--- config.mk ---
export PLATFORM = sky130hd
export DESIGN_NAME = regfile_shadow_tap
export DESIGN_NICKNAME = d
export VERILOG_FILES = /design/src/rtl/regfile_shadow_tap.sv
export SDC_FILE = /design/constraint.sdc
export NUM_CORES = 2
export LEC_CHECK = 0
export ABC_CLOCK_PERIOD_IN_PS = 30800
export CAP_MARGIN = 0
export CELL_PAD_IN_SITES_DETAIL_PLACEMENT = 1
export CELL_PAD_IN_SITES_GLOBAL_PLACEMENT = 1
export CORE_UTILIZATION = 47
export DETAILED_ROUTE_END_ITERATION = 8
export HOLD_SLACK_MARGIN = 0.15
export PLACE_DENSITY_LB_ADDON = 0.1
export SYNTH_ARGS = -nofsm -noshare
export SYNTH_HDL_FRONTEND = slang
export SYNTH_SLANG_ARGS = --single-unit
--- constraint.sdc ---
create_clock -name clock -period 30.8 [get_ports clock]
set_clock_uncertainty 0.1 [all_clocks]
set_input_delay 6.16 -clock clock [delete_from_list [all_inputs] [get_ports clock]]
set_output_delay 6.16 -clock clock [all_outputs]
set_load 0.01 [all_outputs]
--- src/rtl/regfile_shadow_tap.sv ---
// Shadow copy of the integer register file built from writeback traffic; rd_data has 1-cycle latency.
// Snapshots stream out one register per beat on valid/ready; beats hold steady while out_ready is low.
module regfile_shadow_tap #(
  parameter int  XLEN     = 32,
  parameter int  NREGS    = 32,
  parameter bit  ZERO_REG = 1'b1,
  localparam int IW       = $clog2(NREGS)
) (
  input  logic            clock,
  input  logic            reset,
  input  logic            wb_valid,
  input  logic [IW-1:0]   wb_addr,
  input  logic [XLEN-1:0] wb_data,
  input  logic            snap_req,
  output logic            out_valid,
  input  logic            out_ready,
  output logic [XLEN-1:0] out_data,
  output logic [IW-1:0]   out_idx,
  output logic            out_last,
  output logic            busy,
  output logic            done,
  output logic            overrun,
  input  logic            overrun_clr,
  input  logic [IW-1:0]   rd_addr,
  output logic [XLEN-1:0] rd_data
);

  localparam logic [IW-1:0] LAST_IDX = IW'(NREGS - 1);

  typedef enum logic {IDLE, DUMP} state_t;

  state_t          state;
  state_t          state_nxt;
  logic [XLEN-1:0] shadow   [NREGS];
  logic [XLEN-1:0] snapshot [NREGS];
  logic            wr_en;
  logic            hs;
  logic            snap_take;

  // Writes to a hardwired-zero x0 never reach the shadow, so every read path sees 0 there.
  assign wr_en     = wb_valid && !(ZERO_REG && (wb_addr == '0));
  assign hs        = out_valid && out_ready;
  assign snap_take = (state == IDLE) && snap_req;
  assign out_data  = snapshot[out_idx];

  always_ff @(posedge clock) begin
    if (reset) begin
      for (int i = 0; i < NREGS; i++) shadow[i] <= '0;
    end else if (wr_en) begin
      shadow[wb_addr] <= wb_data;
    end
  end

  // Snapshot folds in a same-cycle writeback so the capture is atomic with respect to the core.
  always_ff @(posedge clock) begin
    if (reset) begin
      for (int i = 0; i < NREGS; i++) snapshot[i] <= '0;
    end else if (snap_take) begin
      for (int i = 0; i < NREGS; i++)
        snapshot[i] <= (wr_en && (wb_addr == IW'(i))) ? wb_data : shadow[i];
    end
  end

  always_ff @(posedge clock) begin
    if (reset) state <= IDLE;
    else       state <= state_nxt;
  end

  always_comb begin
    state_nxt = state;
    unique case (state)
      IDLE: if (snap_req)          state_nxt = DUMP;
      DUMP: if (hs && out_last)    state_nxt = IDLE;
      default:                     state_nxt = IDLE;
    endcase
  end

  always_comb begin
    out_valid = 1'b0;
    busy      = 1'b0;
    out_last  = 1'b0;
    if (state == DUMP) begin
      out_valid = 1'b1;
      busy      = 1'b1;
      out_last  = (out_idx == LAST_IDX);
    end
  end

  always_ff @(posedge clock) begin
    if (reset) begin
      out_idx <= '0;
      done    <= 1'b0;
    end else begin
      done <= hs && out_last;
      if (snap_take)   out_idx <= '0;
      else if (hs)     out_idx <= out_last ? '0 : out_idx + IW'(1);
    end
  end

  // A request that lands while busy (final beat included) sets the flag even if a clear is pending.
  always_ff @(posedge clock) begin
    if (reset)                 overrun <= 1'b0;
    else if (snap_req && busy) overrun <= 1'b1;
    else if (overrun_clr)      overrun <= 1'b0;
  end

  always_ff @(posedge clock) begin
    if (reset)                                rd_data <= '0;
    else if (ZERO_REG && (rd_addr == '0))     rd_data <= '0;
    else if (wr_en && (wb_addr == rd_addr))   rd_data <= wb_data;
    else                                      rd_data <= shadow[rd_addr];
  end

endmodule
==> results.json <==
{
  "status": "finished, violations left",
  "violations": "capacitance limit, slew limit",
  "clock_path_buffers": 3,
  "reg2reg_slack_ns": 25.40,
  "grt_antenna_before_repair": 49,
  "cts-hold-fix-buffers": 0,
  "hold_slack_ns": 0.394,
  "drv_cap": 1,
  "pre_cts_slack_ns": 18.95,
  "stdcell_area_um2": 111000,
  "yosysMostFrequentCell": "edfxtp_1",
  "die-area_um2": 214000,
  "synth.top_cells.by_count": "edfxtp_1 (2048), nand2_1 (1803), a21oi_1 (894), clkbuf_1 (652), nor2_1 (566)",
  "die_h_um": 462,
  "vias_per_cell": 6.82,
  "min_path_cells": 2,
  "cts_tree": "yes",
  "cp.arrival_ns": 6.39,
  "rows": 168,
  "first_pass_iters": 5,
  "post_cts_buffers": 0,
  "placed_cell_area_um2": 103000,
  "post-route-util_pct": 52.6,
  "period_needed_ns": 12.65,
  "wl_per_cell_um": 39.7,
  "root_buffer": "clkbuf_16",
  "start_util_pct": 47.4,
  "p_leak_nw": 39.8,
  "grt_max_degree": 191,
  "yosysWarnings": 0,
  "synth_largest_area_cell": "edfxtp_1",
  "yosysSeqAreaShare_pct": 62.7,
  "hold_viol_final": 0,
  "totalPowerFinal_mw": 6.77,
  "avgSynthCellArea_um2": 12.5,
  "drc": 0,
  "fmax_mhz": 79.1,
  "clock_latency_ns": 0.91,
  "stdcell_count": 10781,
  "area_growth_pct": 11.1,
  "coreArea_um2": 210000,
  "n_fill_cell": 20868,
  "die_w_um": 462,
  "irDropWorstVdd_mv": 0.0570,
  "cts_resized": 0,
  "vias": 73548,
  "synth.distinct_cells": 41,
  "grt_pass1_wl_um": 586000,
  "dp.cells": 10347,
  "worstPathRequired_ns": 24.54,
  "hold_end": "overrun$_SDFFE_PP0P_",
  "layout-drive-gt1-share_pct": 15.6,
  "synth_top_cell_area_share_pct": 61.8,
  "tns_ns": 0,
  "synth_async_sr_flop_share_pct": 0,
  "drt-initial-drc-count": 11906,
  "drt_wl_total_um": 428000,
  "cp-start-kind": "register",
  "worst_setup_hold_path_clk_slew_ns": 0.06,
  "slew_viol_final": 17,
  "nNetsFinal": 7818,
  "tightest_slew_ns": 1.51,
  "worstHoldPathType": "reg2reg",
  "ant_nets": 0,
  "ys_ff_latch": 2093,
  "crit_type": "reg2out",
  "h-tree-depth": 4,
  "io_buffers": 121,
  "relSlewSlack_pct": -0.449,
  "cts_made_buffers": 224,
  "timing.rr.end": "snapshot[9][24]$_SDFFCE_PN0P_",
  "synth_area_leaders": "edfxtp_1 (62%), mux4_2 (10%), nand2_1 (6.8%)",
  "r2r_start": "state$_SDFF_PP0_",
  "ios": 122,
  "power_density_nw_per_um2": 61.2,
  "fin_ws_ns": 18.15,
  "overflow": 0,
  "period_share_pct": 41.1,
  "dp_hpwl_um": 250000,
  "synthCells": 7966,
  "setup_violations": 0,
  "cp_max_fo": 42,
  "holdCritStartpoint": "overrun$_SDFFE_PP0P_",
  "grt_setup_unrepaired": "no",
  "setup.worst_path.end_class": "output pin",
  "synth_edf_count": 2048,
  "cts_sinks": 2093,
  "place.gp.congestion": 0.920,
  "first_global_vias": 72507,
  "syn-cell-area_um2": 99500,
  "yosys_most_used_dff": "edfxtp_1",
  "grt_usage_pct": 40.0,
  "reg2reg_depth": 6
}
worst max-delay path by stage:
stage                  start           end
floorplan              reset      register
global placement    register  out_data[28]
detailed placement  register  out_data[29]
CTS                 register  out_data[28]
global route        register  out_data[29]
finish              register  out_data[28]
placed cells by master (no fill, tap or decap), types with 128 or more instances in the layout:
cell type	instances
edfxtp_1	2048
nand2_1	1786
a21oi_1	892
and2_1	544
nor2_1	528
mux4_2	462
clkbuf_16	227
buf_4	205
mux2i_1	178
a21o_1	128
report_power, final:
group	total [mW]	switching [mW]	internal, mW	leakage (nW)
Clock	2.68	1.19	1.49	3.47
Sequential	3.44	0.0946	3.34	21.1
Combinational	0.650	0.445	0.205	15.2
critical path: stages, from the launching register on:
cell             delay [ns]
dfxtp_4                0.81
buf_4                  0.76
buf_4                  0.84
buf_4                  0.82
mux4_2                 0.61
mux4_2                 0.56
mux2_2                 0.41
clkdlybuf4s50_1        0.52
cells by family after synthesis:
family | synth area share [%]
compound gates | 7.62
fa+ha+maj | 0.0251
other cells | 0.00377
simple gates | 13.1
flops | 62.7
mux | 13.3
buf+inv | 3.23
xor+xnor | 0.0704
routing by layer:
layer | global-route usage, % | share of wire (%)
met5 | 0 | 0.031
met2 | 59.1 | 44
met3 | 10.6 | 13
met4 | 21.5 | 6.1
met1 | 54.0 | 37
final cells by class:
type                            count  area [µm²]  share of cell area (%)
Timing Repair Buffer              335        2790                    2.52
Antenna cell                       17        42.5                  0.0385
Sequential cell                  2093       62400                    56.5
Multi-Input combinational cell   5108       34700                    31.4
Clock inverter                    129        1070                   0.970
Inverter                            6        26.3                  0.0238
Clock buffer                      288        6000                    5.43
Tap cell                         2805        3510                    3.17
registers in the layout, summed over array words and instances (netlist names), named ones only:
name      flops
shadow     1024
snapshot   1024
rd_data      32
out_idx       5
done          1
overrun       1
state         1
Note: power is estimated with default switching activity, not from simulation.
